`config.mk`:
```
export PLATFORM = sky130hd
export DESIGN_NAME = load_unit
export DESIGN_NICKNAME = d
export VERILOG_FILES = /design/src/rtl/load_unit_pkg.sv /design/src/rtl/load_extract.sv /design/src/rtl/load_unit.sv
export SDC_FILE = /design/constraint.sdc
export NUM_CORES = 1
export LEC_CHECK = 0
export BUFFER_PORTS_ARGS = -buffer_cell sky130_fd_sc_hd__buf_4
export CAP_MARGIN = 20
export CORE_ASPECT_RATIO = 0.7
export CORE_MARGIN = 2
export CORE_UTILIZATION = 49
export DETAILED_ROUTE_END_ITERATION = 16
export PLACE_DENSITY = 0.86
export SLEW_MARGIN = 20
export SYNTH_ARGS = -nofsm -noshare
export SYNTH_HDL_FRONTEND = slang
export SYNTH_SLANG_ARGS = --single-unit
```
`constraint.sdc`:
```
create_clock -name clk -period 2.1 [get_ports clk]
set_input_delay 0.21 -clock clk [delete_from_list [all_inputs] [get_ports clk]]
set_output_delay 0.21 -clock clk [all_outputs]
set_load 0.01 [all_outputs]
```
`src/rtl/load_unit_pkg.sv`:
```
// load_unit_pkg: load opcodes, FSM states and opcode decode helpers shared by the load unit
package load_unit_pkg;
  localparam logic [5:0] ALU_LB  = 6'd10;
  localparam logic [5:0] ALU_LH  = 6'd11;
  localparam logic [5:0] ALU_LW  = 6'd12;
  localparam logic [5:0] ALU_LBU = 6'd13;
  localparam logic [5:0] ALU_LHU = 6'd14;
  localparam logic [5:0] ALU_LWU = 6'd15;
  localparam logic [5:0] ALU_LD  = 6'd16;
  typedef enum logic [2:0] {
    S_IDLE,
    S_REQ0,
    S_WAIT0,
    S_REQ1,
    S_WAIT1,
    S_DONE
  } state_t;
  function automatic logic [3:0] load_size(input logic [5:0] code, input int xlen);
    return (code == ALU_LB || code == ALU_LBU) ? 4'd1 :
           (code == ALU_LH || code == ALU_LHU) ? 4'd2 :
           (code == ALU_LW)                    ? 4'd4 :
           (xlen == 64 && code == ALU_LWU)     ? 4'd4 :
           (xlen == 64 && code == ALU_LD)      ? 4'd8 : 4'd0;
  endfunction
  function automatic logic load_signed(input logic [5:0] code);
    return code == ALU_LB || code == ALU_LH || code == ALU_LW || code == ALU_LD;
  endfunction
endpackage

```
`src/rtl/load_extract.sv`:
```
// load_extract: selects the addressed bytes from a two-word pair and sign/zero-extends them
module load_extract
  import load_unit_pkg::*;
#(
  parameter int XLEN = 32
) (
  input  logic [2*XLEN-1:0]          pair,
  input  logic [$clog2(XLEN/8)-1:0]  off,
  input  logic [5:0]                 alucode,
  output logic [XLEN-1:0]            result
);
  localparam int AW = $clog2(XLEN);
  logic [XLEN-1:0] sh, keep;
  logic [6:0] nbits;
  logic [AW-1:0] top;
  logic sgn;
  always_comb begin
    sh = XLEN'(pair >> {off, 3'b000});
    nbits = {load_size(alucode, XLEN), 3'b000};
    top = AW'(nbits - 7'd1);
    keep = nbits >= 7'(XLEN) ? '1 : (XLEN'(1) << nbits) - XLEN'(1);
    sgn = load_signed(alucode) & sh[top];
    result = (sh & keep) | (sgn ? ~keep : '0);
  end
endmodule

```
`src/rtl/load_unit.sv`:
```
// load_unit: one-at-a-time load FSM issuing one or two aligned reads and returning an extended result
module load_unit
  import load_unit_pkg::*;
#(
  parameter int XLEN = 32,
  parameter bit ALLOW_MISALIGNED = 1'b1
) (
  input  logic            clk,
  input  logic            rst_n,
  input  logic            req_valid,
  output logic            req_ready,
  input  logic [5:0]      req_alucode,
  input  logic [XLEN-1:0] req_addr,
  input  logic [4:0]      req_rd,
  output logic            mem_req_valid,
  input  logic            mem_req_ready,
  output logic [XLEN-1:0] mem_addr,
  input  logic            mem_rsp_valid,
  input  logic [XLEN-1:0] mem_rdata,
  output logic            wb_valid,
  output logic [4:0]      wb_rd,
  output logic [XLEN-1:0] wb_data,
  output logic            wb_fault
);
  localparam int NB = XLEN / 8;
  localparam int OW = $clog2(NB);
  state_t state, nxt;
  logic [5:0] code_q;
  logic [XLEN-1:0] addr_q, w0, w1, aligned, ext;
  logic [4:0] rd_q;
  logic fault_q, split_q, req_split, req_bad;
  logic [3:0] req_size;
  assign req_size = load_size(req_alucode, XLEN);
  assign req_split = int'(req_addr[OW-1:0]) + int'(req_size) > NB;
  assign req_bad = req_size == 4'd0 || (req_split && !ALLOW_MISALIGNED);
  assign aligned = {addr_q[XLEN-1:OW], {OW{1'b0}}};
  load_extract #(.XLEN(XLEN)) u_extract (
    .pair    ({w1, w0}),
    .off     (addr_q[OW-1:0]),
    .alucode (code_q),
    .result  (ext)
  );
  always_comb begin
    nxt = state;
    req_ready = rst_n && state == S_IDLE;
    mem_req_valid = state == S_REQ0 || state == S_REQ1;
    mem_addr = state == S_REQ0 ? aligned : state == S_REQ1 ? aligned + XLEN'(NB) : '0;
    wb_valid = state == S_DONE;
    wb_rd = state == S_DONE ? rd_q : '0;
    wb_fault = state == S_DONE && fault_q;
    wb_data = (state == S_DONE && !fault_q) ? ext : '0;
    case (state)
      S_IDLE:  if (req_valid) nxt = req_bad ? S_DONE : S_REQ0;
      S_REQ0:  if (mem_req_ready) nxt = S_WAIT0;
      S_WAIT0: if (mem_rsp_valid) nxt = split_q ? S_REQ1 : S_DONE;
      S_REQ1:  if (mem_req_ready) nxt = S_WAIT1;
      S_WAIT1: if (mem_rsp_valid) nxt = S_DONE;
      default: nxt = S_IDLE;
    endcase
  end
  always_ff @(posedge clk) begin
    if (!rst_n) begin
      state <= S_IDLE;
      code_q <= '0;
      addr_q <= '0;
      rd_q <= '0;
      w0 <= '0;
      w1 <= '0;
      fault_q <= 1'b0;
      split_q <= 1'b0;
    end else begin
      state <= nxt;
      if (state == S_IDLE && req_valid) begin
        code_q <= req_alucode;
        addr_q <= req_addr;
        rd_q <= req_rd;
        fault_q <= req_bad;
        split_q <= req_split;
      end
      if (state == S_WAIT0 && mem_rsp_valid) w0 <= mem_rdata;
      if (state == S_WAIT1 && mem_rsp_valid) w1 <= mem_rdata;
    end
  end
endmodule

```
==> key figures, run 1 <==
Run status
  • Status: complete, but fails checks
  • Violated checks: setup timing

Setup path
  • Crit-path leading delay family: simple AND/OR/NAND/NOR gates
  • R2r worst-path depth: 6
  • Critical path buffer and inverter count: 2
  • CP startpoint kind: register
  • Critical Path RT: between 1.5 and 2 ns
  • R2r endpoint: addr_q[7]
  • Critical path fanouts, max: 6
  • WP data arrival: around 2.2 ns
  • Worst path max stage delay: roughly 0.62 ns
  • Kind of critical path: register to primary output
  • Reg2reg start: state[1]
  • Critical path's slowest cell: or4_4
  • Setup slack, reg-to-reg: between 0.3 and 0.4 ns
  • Crit. End Element: primary output
  • CP Cell Sequence: nand4_4 > or4_4 > buf_4 > o31ai_2 > a21oi_4 > buf_6

Flow run
  • Max Cap Violations: 0

Synth
  • YS warnings: 0
  • Commonest cells in the netlist: nand2_1 (235), a21oi_1 (122), dfxtp_1 (104)
  • Post-synthesis mux area share: between 8 and 9%
  • Mapped Cells: between 800 and 900
  • Post-synth top area share: ~34%
  • Post-synthesis xor/xnor area fraction: under 10%
  • Most common cell in the synthesized netlist: nand2_1
  • Number of synthesized flops with an enable pin: 0
  • Synth unique cells: 60
  • Synth area leader: dfxtp_1
  • Post-Syn Area: 0.00604 sq mm
  • #FFs+latches synth: 104
  • Seq/Total Area, Yosys: 34.5%
  • Ys async rst share: 0%
  • Post-Synth Adder-Cell Area: less than 1%
  • Largest family of logic cells by synthesized area: simple AND/OR/NAND/NOR gates
  • Syn_area_per_cell: between 7 and 8 sq um
  • Compound-Gate Fraction of Synth Area: between 10% and 20%
  • Synth area leaders: dfxtp_1 (34%), nand2_1 (15%), a21oi_1 (10%), mux2i_1 (5.5%), clkbuf_1 (3.0%)
  • Post-Synth Simple-Gate Area: between 20 and 30%
  • Synth Flop Type: dfxtp_1

Final layout
  • Layout Utilization: between 70% and 80%
  • Nets@finish: 1085
  • Ratio of cells with drive above 1 in the final layout: between 30% and 40%
  • Syn-to-layout area delta: 38.7%
  • Final non-filler cell total: ~1200
  • Fillers: 911

Clock tree
  • CTS tree: built
  • CTS Buf Count: 9
  • CTS root buffer: clkbuf_16
  • Clock tree buffer depth: 2
  • Clk slew on worst S/H paths: ~0.08 ns
  • CTS H-Tree Depth: 3
  • Clock sinks: ~100
  • Clk_lat worst skew: 0.35 ns

Timing
  • Worst Tran Pin Value: around 0.53 ns
  • Hold Slack: approximately 0.098 ns
  • Max Freq: about 410 MHz
  • RSZ-0062 raised after global routing: yes
  • Final Max Tran Viols: 0
  • Fin crit period: approximately 2.4 ns
  • Relative slew slack: about 65%
  • Final Hold Vio Count: 0
  • Finish-stage setup viols: 53
  • Final setup margin: -0.321 ns
  • Fin crit share: 115%
  • Clock skew: 0.00780 ns

Pwr
  • Power density over the cells: about 570 mW/mm^2
  • Tot Pwr: between 4 and 5 mW
  • Peak VDD IR: around 0.00042 V
  • LEAKAGE: 3.30 nW

Min path
  • Hold Crit Depth: 3
  • Worst Hold Endpoint: addr_q[19]
  • Hold crit path type: primary input to register
  • Hold wc startpoint: req_addr[19]

Routing
  • DR WL/cell: around 17 microns
  • DRT iter0 DRCs: between 600 and 700
  • Routed via count: between 6000 and 7000
  • Drc violations: 0
  • Total iterations of the first detailed-routing run: 5
  • Final ANT Viol Nets: 0
  • Drt total wl: 19800 microns
  • Vias per inst: ~6

Placed design
  • Placement-stage worst setup slack: -0.110 ns
  • DPL Wire Length: between 10000 and 15000 microns
  • Routability Congestion: 0.914
  • Buffers on Ports: 150
  • Placed cells: approximately 1100

Floorplanning
  • Die Y: 96.9 microns
  • Initial cell density of the core: between 50% and 60%
  • Die X: between 100 and 150 microns
  • Die Area: around 0.013 sq mm
  • Core Rows: 33
  • I/O pin count: about 150
  • CORE AREA: between 0.01 and 0.015 sq mm

GRT
  • Vias in the first global route: 6010
  • Initial antenna violation count: 1
  • GR Overflow Total: 0
  • Largest net degree at the start of global routing: 58
  • First-pass GRT wire length: ~30000 microns
  • Gr usage total: between 20% and 30%
==> how the worst max path moves through the flow <==
stage                   startpoint      endpoint  cells after the start
floorplan                addr_q[2]  mem_addr[22]                      6
CTS                      code_q[2]    wb_data[4]                      6
global placement    req_alucode[0]       split_q                      9
finish                   addr_q[7]  mem_addr[22]                      6
global route             code_q[3]    wb_data[2]                      6
detailed placement  req_alucode[0]       split_q                      9
==> layout by cell type (no fill, tap or decap), drive strengths merged, types with 12 or more instances in the layout <==
cell type and n:
dfxtp 104, o21ai 36, nand3 25, inv 13, mux2i 33, a21oi 122
nand2 236, nor2 34, or3 12, nand2b 24, buf 220
==> power breakdown <==
part | internal, mW | leakage (nW) | switching (mW) | total (mW)
combinational | 0.424 | 2.31 | 0.558 | 0.983
clock | 0.807 | 0.132 | 0.766 | 1.57
sequential | 2.09 | 0.855 | 0.112 | 2.20
==> repair_timing <==
| item | 4_1_cts | 5_1_grt |
|---|---|---|
| gates cloned | 2 | 0 |
| gates resized for setup | 84 | 42 |
| endpoints found under the setup margin | 53 | 54 |
| hold buffers | 0 | 0 |
| buffers inserted | 9 | 12 |
| pin swaps | 33 | 21 |
==> tightest hold or removal path, stage by stage <==
cell and delay [ns]:
buf_4 0.11, nand2_1 0.05, a21oi_1 0.05
==> area by class of cell <==
type                       count  area (sq um)  share of cell area (%)
timing repair buffer         220          1780                    21.2
antenna                        1          2.50                  0.0299
multi-input combinational    656          3970                    47.4
sequential                   104          2120                    25.3
clock inverter                 6          43.8                   0.523
tap                          157           196                    2.35
clock buffer                   9           225                    2.69
inverter                      10          37.5                   0.448
==> through the flow <==
stage | area, sq um | setup TNS [ns]
global placement | 7510 | -0.0700
global route | 8370 | -17.90
floorplan | 6050 | -0.0118
detailed placement | 7510 | -0.246
finish | 8380 | -12.81
CTS | 8110 | -11.40
==> state kept, by name (all words and copies together), names as in the netlist <==
name     flops
fault_q      1
w1          24
rd_q         5
split_q      1
code_q       6
state        3
w0          32
addr_q      32
==> layer usage <==
metal | wire length (microns) | GRT usage, % | up-vias
li1 | - | - | 3211
met1 | 8210 | 40.1 | 3203
met2 | 8950 | 42.6 | 399
met3 | 2170 | 6.97 | 59
met4 | 492 | 7.69 | 0
met5 | 0 | 0 | -
==> cells by family (layout without fill, tap and decap cells) <==
| kind of cell | after synthesis | count (layout) |
|---|---|---|
| flip-flops | 104 | 104 |
| AND/OR/NAND/NOR | 389 | 390 |
| other | 1 | 3 |
| AO/OA/AOI/OAI | 206 | 206 |
| buffers and inverters | 78 | 245 |
| multiplexers | 44 | 44 |
| XOR/XNOR | 10 | 10 |
| adder cells (fa/ha/maj) | 4 | 4 |
Power figures use the tool's default switching activity.
==> run 2, diff against run 1 <==
REMOVE_ABC_BUFFERS = 1   (was not set)
==> run 2 against run 1 <==
Against the previous run:
- the run still ends with setup timing left
- core utilization increased by 0.82 points
- combinational power rose by 0.9%
- clock skew barely moved
- maximum frequency decreased by 5.5%
==> key figures, run 2 (synthesized netlist as in run 1, its figures left out) <==
Timing
  • Max Freq: 390 MHz
  • Fin crit share: 122%
  • Final Hold Vio Count: 0
  • Fin crit period: around 2.6 ns
  • Final Max Tran Viols: 0
  • Finish-stage setup viols: 52
  • RSZ-0062 raised after global routing: yes
  • TNS Setup: -14.91 ns
  • Final setup margin: -0.463 ns
  • Hold Slack: 0.0950 ns
  • Clock skew: approximately 0.0080 ns

GRT
  • Vias in the first global route: ~6100
  • Initial antenna violation count: 0
  • First-pass GRT wire length: just under 30000 microns
  • Largest net degree at the start of global routing: around 60
  • GR Overflow Total: 0
  • Gr usage total: 27.5%

Pwr
  • LEAKAGE: around 3.3 nW
  • Power density over the cells: about 580 mW/mm^2
  • Peak VDD IR: 0.000432 V
  • Tot Pwr: 4.91 mW

Floorplanning
  • CORE AREA: between 0.01 and 0.015 sq mm
  • I/O pin count: around 150
  • Die Area: between 0.01 and 0.015 sq mm
  • Core Rows: 33
  • Initial cell density of the core: about half
  • Die Y: 96.9 microns
  • Die X: about 140 microns

Setup path
  • Kind of critical path: register to primary output
  • WP data arrival: 2.35 ns
  • Stages on the worst setup path: 8
  • Crit-path leading delay family: buffers and inverters
  • Critical path buffer and inverter count: 4
  • Critical path's slowest cell: or4bb_1
  • Crit. End Element: primary output
  • Crit-path most repeated cell: buf_4
  • CP Cell Sequence: or4bb_1 > a211oi_2 > buf_4 > buf_4 > o2111ai_2 > buf_6 > o21ai_2 > buf_4
  • Worst path max stage delay: between 0.5 and 0.6 ns
  • CP startpoint kind: register
  • Critical path fanouts, max: 8
  • R2r worst-path depth: 6
  • Critical Path RT: about 1.9 ns

Routing
  • DRT iter0 DRCs: between 500 and 600
  • DR WL/cell: between 15 and 20 microns
  • Drc violations: 0
  • Routed via count: just under 7000
  • Final ANT Viol Nets: 0
  • Drt total wl: around 19000 microns
  • Vias per inst: ~5.8
  • Total iterations of the first detailed-routing run: 6

Clock tree
  • Cts hold-fix bufs: 0
  • Clock sinks: 104
  • Clock tree buffer depth: 2
  • Clk_lat worst skew: between 0.3 and 0.4 ns
  • Clk slew on worst S/H paths: 0.07 ns
  • CTS Buf Count: 9
  • CTS tree: built
  • CTS H-Tree Depth: 3
  • CTS root buffer: clkbuf_16

Run status
  • Status: complete, but fails checks
  • Violated checks: setup timing

Final layout
  • Ratio of cells with drive above 1 in the final layout: between 30% and 40%
  • Nets@finish: 1097
  • Diode count: 0
  • Biggest registers after layout: addr_q: 32 flops, w0: 32 flops, w1: 24 flops
  • Commonest non-fill, non-tap cells in the layout: nand2_1 (235), buf_4 (211), a21oi_1 (112), dfxtp_1 (85), nor2_1 (34)
  • Fillers: ~890
  • Commonest non-fill, non-tap cell in the layout: nand2_1
  • Syn-to-layout area delta: 40.4%
  • Final cell area excluding filler cells: around 0.0085 sq mm

Min path
  • Hold crit path type: primary input to register
  • Hold Crit Depth: 3

Placed design
  • Buffers on Ports: 150
  • Placed cell areas: around 0.0076 sq mm
  • Routability Congestion: slightly below 0.9
  • DPL Wire Length: about 12000 microns

Flow run
  • Max Cap Violations: 0
## run 2: cell count changes in the layout (fill, tap and decap cells not counted), moves of 5 or more
| cell | before | now |
|---|---|---|
| buf_4 | 196 | 211 |
| o21ai_1 | 10 | 15 |
| o21ai_2 | 10 | 15 |
| o21ai_0 | 16 | 6 |
## run 2: where the power goes
group / internal [mW] / total, mW / switching (mW)
Sequential: 2.09 / 2.19 / 0.105
Combinational: 0.435 / 0.992 / 0.557
Clock: 0.936 / 1.72 / 0.789
Total: 3.46 / 4.91 / 1.45
## run 2: through the flow
| step | setup WS, ns | cells | util [%] |
|---|---|---|---|
| 2_1_floorplan | -0.872 | 769 | - |
| 3_3_place_gp | -0.0838 | 1137 | 63.9 |
| 3_5_place_dp | -0.150 | 1137 | 63.9 |
| 4_1_cts | -0.396 | 1167 | 69.1 |
| 5_1_grt | -0.512 | 1175 | 71.5 |
| 6_report | -0.463 | 1175 | 71.5 |
## run 2: layer usage
layer / wire [microns] / vias to the layer above / GRT usage [%]
met2: 8970 / 297 / 42.9
met3: 1390 / 58 / 4.98
met5: 0 / - / 0
met1: 8300 / 3176 / 38.8
met4: 499 / 0 / 7.69
li1: - / 3232 / -
## run 2: area by class of cell
type,instances,area (sq um),share of cell area (%)
multi-input combinational,656,3970,46.8
inverter,10,37.5,0.443
tap,157,196,2.32
timing repair buffer,232,1860,21.9
clock buffer,9,225,2.66
clock inverter,7,77.6,0.916
sequential,104,2120,25.0
## run 2: path summary, 6_finish.rpt
kind	start	endpoint	slack, ns
worst max-delay path	code_q[2]	wb_data[15]	-0.46
worst min-delay path	req_addr[7]	addr_q[7]	0.1
worst max register to register	state[1]	addr_q[24]	0.37
worst min register to register	rd_q[0]	rd_q[0]	0.45
## run 2: timing repair
item / 4_1_cts / 5_1_grt
cloned: 2 / 0
pin swaps: 24 / 18
setup endpoints to repair: 52 / 52
buffers inserted: 13 / 9
gates resized for setup: 74 / 59
## run 2: tightest hold or removal path: stages
cell and delay [ns]:
buf_4 0.11, nand2_1 0.05, a21oi_1 0.05
